===== src/rtl/clocking_pkg.sv =====
// Shared clock-enable types, constants and the divisor clamp helper.
package clocking_pkg;

    localparam int unsigned DEF_CW  = 8;
    localparam int unsigned DIV_MIN = 1;

    typedef logic [DEF_CW-1:0] div_t;

    // A divisor of zero has no meaning; it is stored as the smallest legal period.
    function automatic logic [31:0] clamp_div(input logic [31:0] d);
        return (d == '0) ? 32'(DIV_MIN) : d;
    endfunction

endpackage


===== src/rtl/clken_channel.sv =====
// One clock-enable channel: down-counter, active and pending divisor, registered pulse.
module clken_channel #(
    parameter int unsigned CW      = 8,
    parameter int unsigned DEF_DIV = 4
) (
    input  logic          clk,
    input  logic          reset_n,
    input  logic [CW-1:0] div_i,
    input  logic          div_wr_i,
    input  logic          sync_i,
    input  logic          halt_i,
    output logic          en_o,
    output logic          pend_o
);
    import clocking_pkg::*;

    localparam logic [CW-1:0] DEF_D = CW'(DEF_DIV);

    logic [CW-1:0] count_q, count_d;
    logic [CW-1:0] cur_q, cur_d;
    logic [CW-1:0] pval_q, pval_d;
    logic          pend_q, pend_d;
    logic          en_q, en_d;
    logic [CW-1:0] wr_val;
    logic [CW-1:0] next_div;
    logic          terminal;

    always_comb begin
        wr_val   = CW'(clamp_div(32'(div_i)));
        count_d  = count_q;
        cur_d    = cur_q;
        pval_d   = pval_q;
        pend_d   = pend_q;
        en_d     = 1'b0;
        terminal = 1'b0;
        // A write landing in the terminal cycle overrides whatever was pending.
        next_div = pend_q ? pval_q : cur_q;
        if (div_wr_i) begin
            next_div = wr_val;
        end
        if (halt_i) begin
            if (div_wr_i) begin
                pval_d = wr_val;
                pend_d = 1'b1;
            end
        end else begin
            terminal = sync_i || (count_q == '0);
            if (terminal) begin
                en_d    = 1'b1;
                cur_d   = next_div;
                pval_d  = next_div;
                pend_d  = 1'b0;
                count_d = next_div - 1'b1;
            end else begin
                count_d = count_q - 1'b1;
                if (div_wr_i) begin
                    pval_d = wr_val;
                    pend_d = 1'b1;
                end
            end
        end
    end

    always_ff @(posedge clk) begin
        if (!reset_n) begin
            count_q <= '0;
            cur_q   <= DEF_D;
            pval_q  <= DEF_D;
            pend_q  <= 1'b0;
            en_q    <= 1'b0;
        end else begin
            count_q <= count_d;
            cur_q   <= cur_d;
            pval_q  <= pval_d;
            pend_q  <= pend_d;
            en_q    <= en_d;
        end
    end

    assign en_o   = en_q;
    assign pend_o = pend_q;

endmodule


===== src/rtl/clken_gen_multi.sv =====
// Multi-channel programmable clock-enable generator; optional halt_i under CLKEN_HALT_EN.
module clken_gen_multi #(
    parameter int unsigned NCH     = 2,
    parameter int unsigned CW      = 8,
    parameter int unsigned DEF_DIV = 4
) (
    input  logic              clk,
    input  logic              reset_n,
    input  logic [NCH*CW-1:0] div_i,
    input  logic [NCH-1:0]    div_wr_i,
    input  logic              sync_i,
`ifdef CLKEN_HALT_EN
    input  logic              halt_i,
`endif
    output logic [NCH-1:0]    en_o,
    output logic [NCH-1:0]    pend_o
);
    import clocking_pkg::*;

    logic halt;

`ifdef CLKEN_HALT_EN
    assign halt = halt_i;
`else
    assign halt = 1'b0;
`endif

    for (genvar k = 0; k < NCH; k++) begin : g_ch
        clken_channel #(
            .CW      (CW),
            .DEF_DIV (DEF_DIV)
        ) u_ch (
            .clk      (clk),
            .reset_n  (reset_n),
            .div_i    (div_i[k*CW +: CW]),
            .div_wr_i (div_wr_i[k]),
            .sync_i   (sync_i),
            .halt_i   (halt),
            .en_o     (en_o[k]),
            .pend_o   (pend_o[k])
        );
    end

endmodule


===== config.mk =====
export PLATFORM = sky130hd
export DESIGN_NAME = clken_gen_multi
export DESIGN_NICKNAME = d
export VERILOG_FILES = /design/src/rtl/clocking_pkg.sv /design/src/rtl/clken_channel.sv /design/src/rtl/clken_gen_multi.sv
export SDC_FILE = /design/constraint.sdc
export NUM_CORES = 1
export LEC_CHECK = 0
export ABC_AREA = 1
export CORE_MARGIN = 2
export CORE_UTILIZATION = 62
export CTS_CLUSTER_DIAMETER = 50
export DETAILED_ROUTE_END_ITERATION = 16
export PLACE_DENSITY = 0.94
export SYNTH_ARGS = -nofsm -noshare
export SYNTH_HDL_FRONTEND = slang
export SYNTH_SLANG_ARGS = --single-unit

===== constraint.sdc =====
create_clock -name clk -period 2.7 [get_ports clk]
set_clock_uncertainty 0.1 [all_clocks]
set_input_delay 0.27 -clock clk [delete_from_list [all_inputs] [get_ports clk]]
set_output_delay 0.27 -clock clk [all_outputs]
set_load 0.01 [all_outputs]

==> results of run 1 <==
## Yosys cell counts, types with 2 or more instances
cell                        number  share of area
sky130_fd_sc_hd__clkbuf_1        2         0.0026
sky130_fd_sc_hd__buf_2           2         0.0035
sky130_fd_sc_hd__o21ai_0        17          0.030
sky130_fd_sc_hd__buf_6           7          0.027
sky130_fd_sc_hd__a21oi_4         4          0.023
sky130_fd_sc_hd__nand2_2        13          0.028
sky130_fd_sc_hd__a21oi_2         2         0.0061
sky130_fd_sc_hd__buf_1           2         0.0026
sky130_fd_sc_hd__inv_1          35          0.046
sky130_fd_sc_hd__o21ai_1         5         0.0087
sky130_fd_sc_hd__o2111ai_1       2         0.0061
sky130_fd_sc_hd__a21oi_1        23          0.040
sky130_fd_sc_hd__inv_4           3         0.0065
sky130_fd_sc_hd__nand2_4         2         0.0078
sky130_fd_sc_hd__nand3_2         4          0.014
sky130_fd_sc_hd__nand4_1         2         0.0043
sky130_fd_sc_hd__nor2_4          3          0.012
sky130_fd_sc_hd__o21ai_2         7          0.021
sky130_fd_sc_hd__or2_1           2         0.0043
sky130_fd_sc_hd__nor2_2         10          0.022
sky130_fd_sc_hd__nor2_1         48          0.063
sky130_fd_sc_hd__a31oi_1        10          0.022
sky130_fd_sc_hd__inv_2           8          0.010
sky130_fd_sc_hd__o21ai_4         2          0.011
sky130_fd_sc_hd__ha_1            2         0.0087
sky130_fd_sc_hd__nand3_1        15          0.026
sky130_fd_sc_hd__dfxtp_1        52           0.36
sky130_fd_sc_hd__nand2_1       101           0.13
sky130_fd_sc_hd__o22ai_1         5          0.011
sky130_fd_sc_hd__buf_4           4          0.010
## critical path, cell delays in order, from the launching register on
cell	delay [ns]
sky130_fd_sc_hd__dfxtp_1	0.33
sky130_fd_sc_hd__nor2_1	0.14
sky130_fd_sc_hd__nand2_1	0.12
sky130_fd_sc_hd__o21ai_4	0.40
sky130_fd_sc_hd__inv_1	0.11
sky130_fd_sc_hd__nand2_1	0.09
sky130_fd_sc_hd__nand2_2	0.07
sky130_fd_sc_hd__inv_2	0.08
sky130_fd_sc_hd__ha_1	0.21
sky130_fd_sc_hd__nand2_2	0.09
sky130_fd_sc_hd__o21ai_0	0.17
sky130_fd_sc_hd__a21oi_1	0.08
## final timing paths
path | from | endpoint | slack [ns] | cells after the start
setup / recovery | g_ch[1].u_ch.count_q[1] | g_ch[1].u_ch.count_q[4] | 0.54 | 11
hold / removal | g_ch[0].u_ch.pval_q[1] | g_ch[0].u_ch.pval_q[1] | 0.35 | 2
setup reg to reg | g_ch[1].u_ch.count_q[1] | g_ch[1].u_ch.count_q[4] | 0.54 | 11
hold reg to reg | g_ch[0].u_ch.pval_q[1] | g_ch[0].u_ch.pval_q[1] | 0.35 | 2
## flip-flops by register name (all words and copies together), names as in the netlist
| register | cells |
|---|---|
| g_ch.u_ch.count_q | 16 |
| g_ch.u_ch.cur_q | 16 |
| g_ch.u_ch.en_o | 2 |
| g_ch.u_ch.pend_o | 2 |
| g_ch.u_ch.pval_q | 16 |
## report_power, final
group | total [mW] | switching (mW) | internal, mW
clock network | 0.429 | 0.252 | 0.177
logic | 0.837 | 0.539 | 0.298
registers | 0.952 | 0.0655 | 0.887
total | 2.22 | 0.856 | 1.36
## routing by layer
metal / wire [µm] / global-route usage
met3: 307 / 0.0556
met1: 2930 / 0.360
met2: 3080 / 0.419
met5: 0 / 0
met4: 118 / 0.117
## metrics by stage
step	hold slack, ns	util	worst slack (ns)
6_report	0.355	0.712	0.541
5_1_grt	0.381	0.712	0.349
4_1_cts	0.359	0.712	0.601
3_5_place_dp	0.346	0.694	0.336
3_3_place_gp	0.338	0.694	0.433
2_1_floorplan	0.321	-	0.966
## cell type report
cell class / count / share of cell area
inverters: 49 / 0.0665
repair buffers: 28 / 0.0860
clock buffers: 6 / 0.0231
flip-flops and latches: 52 / 0.331
clock inverters: 1 / 0.00159
well taps: 52 / 0.0207
multi-input cells: 283 / 0.471
## cells by family (layout without fill, tap and decap cells)
family                     Yosys count  after routing
AOI/OAI and AO/OA                   78             78
adders and majority gates            2              2
xor gates and xnor gates             1              1
DFF                                 52             52
buffers and inverters               67             84
and+or+nand+nor                    202            202
==> run summary, run 1 <==
The share of the synthesized area in compound gates (AO/OA/AOI/OAI) came out at 0.181. After synthesis the netlist holds a flip-flop and latch count of 52. The total track usage is 0.269. Row generation in the floorplan step produced 24 rows.

The register area is 1040 µm². The tools report the startpoint kind of the worst setup timing path as a flip-flop. The tools report the worst path required time as 2.76 ns. The initial core utilization was 0.652. The share of layout cells above drive strength 1 came out at 0.169.

The number of global-route vias before repair is 2471, and the headroom to the max-slew limit is 0.326. The library cell used most frequently in the layout, excluding fill and tap cells, is sky130_fd_sc_hd__nand2_1. The adder-cell area share of the yosys netlist came out at 0.00870. The routed layout has 2635 vias. Count of distinct cell types in the synthesized netlist: 38. The final clock period utilization by the worst path came out at 0.800.

The largest vdd supply drop is 0.000273 V. The height of the die is 72.1 µm. TritonCTS built the clock tree. For this run, the number of Yosys warnings is 0.

The largest family of logic cells by synthesized area was simple AND/OR/NAND/NOR gates. The number of hold buffers added after cts is 0, and the final cell area excluding filler cells is 3140 µm². Total power for the finished layout comes to 2.22 mW.

The flow ran to the end, and the final reports show no timing, DRC or antenna violations. From synthesis to final layout, the design area changed by 9.17%. Counting every sink on the clock net gives 52. The first global-routing pass estimated 11100 µm of wire. The number of buffer cells added on primary ports is 24. The final-layout fill cell count is 348. The worst setup path is captured at a flip-flop.

After the flow finishes, the layout carries non-filler instances totaling 471. The parity-gate share of the synthesized area counting xor and xnor cells is 0.00304, and the count of flip-flops with a built-in enable after synthesis is 0. The number of remaining DRC errors was 0; the width of the die was 72.1 µm. The post-synthesis instance total was 402; the proportion of synthesized flip-flops having asynchronous set or reset was 0.

For the worst setup path, the data arrival time is 2.22 ns. The sequential element share of the synthesized area was 0.362. The depth of the CTS H-tree was 2; the highest net fanout along the worst path was 14.

After detailed routing, the number of vias per cell comes to 5.59. Entering global routing, the biggest net connects 34 pins. The run gives 463 MHz as the maximum operating frequency. The total overflow left after global routing is 0. The min-delay analysis places its worst path in the category flip-flop to flip-flop. Once the clock tree was built, the resizer swapped 0 gates to a different size. The first detailed-routing pass ran for 5 iterations. The count of final max-slew check failures was 0. Once detail routing completed, the nets flagged for antenna violations numbered 0.

After layout, the minimum clock period comes to 2.16 ns. The clock reaches the later pin of the worst-skew pair after 0.31 ns. The multi-input combinational cells in the finished layout cover a total of 1480 µm².

The placeable core area came out at 4410 µm². For this block, the routed nets add up to 6430 µm of wire. Dividing the detail-routed wire length by the instance count gives 13.6 µm.

The most used flip-flop cell after synthesis is sky130_fd_sc_hd__dfxtp_1. The global placer's final weighted congestion is 0.932. The leakage power of the design is 1.39 nW, and the mean instance size in the synthesized netlist is 7.16 µm². Buffer type at the clock tree root: sky130_fd_sc_hd__clkbuf_8. Detailed placement finished with a half-perimeter wire length of 4700 µm. The worst setup path is of the flip-flop to flip-flop kind. In the layout the commonest cells are sky130_fd_sc_hd__nand2_1, sky130_fd_sc_hd__dfxtp_1, sky130_fd_sc_hd__nor2_1. The number of antenna diodes in the final layout is 0. In the final timing run, aggregate negative setup slack is 0 ns. The cell count after placement is 464, and the slew of the pin with the lowest slew margin is 1.01 ns. The cell area that synthesis handed to floorplanning was 2880 µm².

The multiplexer fraction of the synthesized cell area came out at 0. I/O pin total: 25. After clock tree synthesis, the setup repair step added 0 buffers. In this run the power density over the cells is 706 nW/µm². The run gives 0 as the number of hold-slack violations in the final timing report. The maximum clock insertion buffer count was 2. The logs give 3060 µm² for the cell area reported after detailed placement and 0 for the initial antenna violation count. For the total CTS buffers, the log shows 5. Post-synthesis share of cell area spent on and, or, nand and nor gates: 0.321.

The net count of the mapped netlist was 425. The final setup violation count was 0; the clock transition at the register clock pins on the worst setup and hold paths after CTS was 0.09 ns. Setup repair after global routing left no endpoint under its margin. The final layout contains 442 nets.

For this block, the initial DRC count from the detailed router was 381. Across the run, the number of max-cap violations was 0. Die footprint: 5200 µm².
No activity file was read; power rests on OpenSTA's default activity.
==> run 2: changes to the inputs <==
--- a/config.mk
+++ b/config.mk
@@ -7,10 +7,10 @@
 export LEC_CHECK = 0
 export ABC_AREA = 1
 export CORE_MARGIN = 2
-export CORE_UTILIZATION = 62
+export CORE_UTILIZATION = 52
 export CTS_CLUSTER_DIAMETER = 50
 export DETAILED_ROUTE_END_ITERATION = 16
-export PLACE_DENSITY = 0.94
+export PLACE_DENSITY = 0.85
 export SYNTH_ARGS = -nofsm -noshare
 export SYNTH_HDL_FRONTEND = slang
 export SYNTH_SLANG_ARGS = --single-unit
==> constraint.sdc (replaced) <==
create_clock -name clk -period 1.9 [get_ports clk]
set_clock_uncertainty 0.1 [all_clocks]
set_input_delay 0.19 -clock clk [delete_from_list [all_inputs] [get_ports clk]]
set_output_delay 0.19 -clock clk [all_outputs]
set_load 0.01 [all_outputs]
==> run 2 against run 1 <==
First-iteration DRC count down 8.7%. Worst setup slack worse by 0.45 ns. Final cell count up 14%. Global-route usage down 3.5 points. Sequential power up 42%. Wire length up 8.7%.
==> run summary, run 2 (synthesized netlist as in run 1, its figures left out) <==
The number of design-rule violations left by the first detailed-router iteration is 348, and the height of the die is 78.4 µm. After detailed routing, the total wire length is 6990 µm. The antenna diode count was 0; the sum of overflow across all layers after global routing was 0. The headroom to the max-slew limit was 0.750.

The number of hold-slack violations in the final timing report came out at 0. For the combinational power share, the log shows 0.407. For the portion of total power attributed to the clock network, the log shows 0.200. At the pin with the least slew margin, the transition time is 0.375 ns. In this run the deepest clock path goes through 2 buffers. Type of the most critical hold path: flip-flop to flip-flop.

The worst path required time was 2.01 ns. The tools report the internal power consumption as 2.17 mW. The run finished with clean final reports. Fraction of power spent switching nets: 0.368. Leaving out fill and tap cells, the most frequent cells in the layout are sky130_fd_sc_hd__nand2_1, sky130_fd_sc_hd__dfxtp_1, sky130_fd_sc_hd__buf_4.

The tools report the number of routed nets with antenna violations as 0. For the initial core utilization, the log shows 0.529. Across the whole layout, storage elements account for 1040 µm².

Traced cell by cell, the critical path runs through buf_4, o21ai_0, o21ai_0, a21oi_1, nand2_1, nor2_1, nand3_1, nand2_1, nor2_1. The slowest stage of the critical path is the sky130_fd_sc_hd__dfxtp_1 cell. For this run, the top clock speed supported by timing is 553 MHz. After clock tree synthesis, the clock-pin slew on the worst setup and hold paths is 0.09 ns. The die is 78.4 µm wide. The final period demand of the worst path is 1.81 ns, and the sum of net half-perimeters after detailed placement is 5260 µm. In the final layout, the registers with the most flip-flops are g_ch.u_ch.count_q (16), g_ch.u_ch.cur_q (16), g_ch.u_ch.pval_q (16). The tools report the number of global-route vias before repair as 2618.

The number of nets in the layout was 488. For the sink count of the clock tree, the log shows 52. 25 I/O pins were placed.

For the net switching power of the design, the log shows 1.26 mW. Initial antenna violation count: 0. Data arrives at the worst endpoint at 1.92 ns. The floorplan has 27 rows. The pre-antenna-repair detailed-routing pass consisted of 5 iterations. IR analysis of the VDD net gives a maximum drop of 0.000410 V.

Total via count after detailed routing: 2820. Setup repair after global routing could not meet its margin everywhere. TritonCTS built the clock tree. The floorplan step defined a die boundary enclosing 6140 µm². Relative to the synthesized area, the layout overhead comes to 23.4%. Along the worst path, the maximum fanout reaches 6. The region available for standard cell placement spans 5440 µm². Counting the fill cells in the layout gives 449. The number of buffers inserted to repair setup after CTS is 0.

The tools report the kind of capture point of the worst setup path as a flip-flop. STA classifies the critical path startpoint as a flip-flop. Power spread over the standard cell area amounts to 965 nW/µm². The share of layout cells above drive strength 1 was 0.262; the footprint of the multi-input gates was 1490 µm². In this run the clock root is driven by a sky130_fd_sc_hd__clkbuf_8. The maximum cell stage delay along the critical path was 0.39 ns. The number of buffer cells added on primary ports works out to 24. The run gives 0.233 as the total track usage. The final clock period utilization by the worst path came out at 0.951. OpenSTA, run right after detailed placement, puts the worst setup slack at -0.195 ns.

The routed wirelength normalized by instance count works out to 13.0 µm. In this run the static leakage power is 1.62 nW. The worst path setup slack after routing is 0.0923 ns, and the pin count of the biggest net entering global routing is 20. The proportion of power drawn by flip-flops and latches was 0.394; the depth of the CTS H-tree was 2.

The tool flagged a number of max-cap violations equal to 0. The run gives 0.653 as the core occupancy in the finished layout. The tools report the final setup violation count as 0.

The first-pass GRT wire length was 11400 µm; the total CTS buffers was 5. Type of the setup path with the least slack: flip-flop to flip-flop. Global placer's final weighted congestion: 0.885. Clock latency on the worst-skew pair, taken at its later pin, is 0.31 ns.

After detailed routing, the number of vias per cell comes to 5.25. The count of final max-slew check failures came out at 0. After detailed routing, the number of remaining DRC violations is 0. The most common library cell in the layout ignoring fill and taps was sky130_fd_sc_hd__nand2_1.
==> run 2: changes by cell type in the layout (fill, tap and decap cells not counted) <==
cell / change
sky130_fd_sc_hd__buf_12: +1
sky130_fd_sc_hd__buf_4: +45
sky130_fd_sc_hd__clkbuf_1: -1
sky130_fd_sc_hd__clkbuf_8: +2
sky130_fd_sc_hd__clkinv_2: -1
sky130_fd_sc_hd__dfxtp_1: -1
sky130_fd_sc_hd__dfxtp_2: +1
sky130_fd_sc_hd__ha_1: -2
sky130_fd_sc_hd__ha_2: +2
sky130_fd_sc_hd__nor2_1: -1
sky130_fd_sc_hd__nor2_2: +1
sky130_fd_sc_hd__o21ai_0: -2
sky130_fd_sc_hd__o21ai_1: +2
==> run 2: per-stage QoR <==
step                      std cells  TNS (ns)  total power, mW  area [µm²]  hold slack [ns]
after floorplan                 402         0             2.32        2880            0.245
after global placement          530    -0.874             2.68        3450            0.335
after detailed placement        530     -1.26             2.73        3450            0.350
after CTS                       537         0             3.42        3540            0.364
after global routing            537   -0.0173             3.64        3550            0.388
final                           537         0             3.43        3550            0.360
==> run 2: worst paths after layout <==
| path | startpoint | endpoint | slack (ns) | cells after the start |
|---|---|---|---|---|
| setup reg to reg | g_ch[1].u_ch.pend_o | g_ch[1].u_ch.count_q[7] | 0.09 | 9 |
| hold reg to reg | g_ch[0].u_ch.pval_q[1] | g_ch[0].u_ch.pval_q[1] | 0.36 | 2 |
| hold / removal | g_ch[0].u_ch.pval_q[1] | g_ch[0].u_ch.pval_q[1] | 0.36 | 2 |
| setup / recovery | g_ch[1].u_ch.pend_o | g_ch[1].u_ch.count_q[7] | 0.09 | 9 |
==> run 2: area by class of cell <==
cell class | count | area share
multi-input combinational | 283 | 0.418
sequential | 52 | 0.293
timing repair buffer | 74 | 0.177
inverter | 49 | 0.0588
clock buffer | 7 | 0.0271
tap | 72 | 0.0254
==> run 2: metal layers <==
| metal | GRT usage | share of wire | up-vias |
|---|---|---|---|
| met1 | 0.296 | 0.44 | 1296 |
| met3 | 0.0402 | 0.057 | 18 |
| met5 | 0 | 0 | - |
| met2 | 0.395 | 0.48 | 100 |
| met4 | 0.0895 | 0.024 | 0 |
| li1 | - | - | 1406 |
==> run 2: timing repair <==
action / CTS / global route
resized for setup: 0 / 6
hold buffers: 0 / 0
setup endpoints to repair: 0 / 7
==> run 2: power groups by stage <==
stage / registers (mW) / clock network [mW] / logic (mW)
after floorplan: 1.34 / 0 / 0.977
after global placement: 1.36 / 0 / 1.32
after detailed placement: 1.37 / 0 / 1.36
after CTS: 1.35 / 0.694 / 1.38
after global routing: 1.37 / 0.746 / 1.53
final: 1.35 / 0.685 / 1.39
==> run 2: worst max-delay path, delay by kind of cell, from the launching register on <==
kind	cells	cell delay, ns
flip-flops	1	0.39
buffers and inverters	1	0.19
AO/OA/AOI/OAI	3	0.59
AND/OR/NAND/NOR	5	0.45
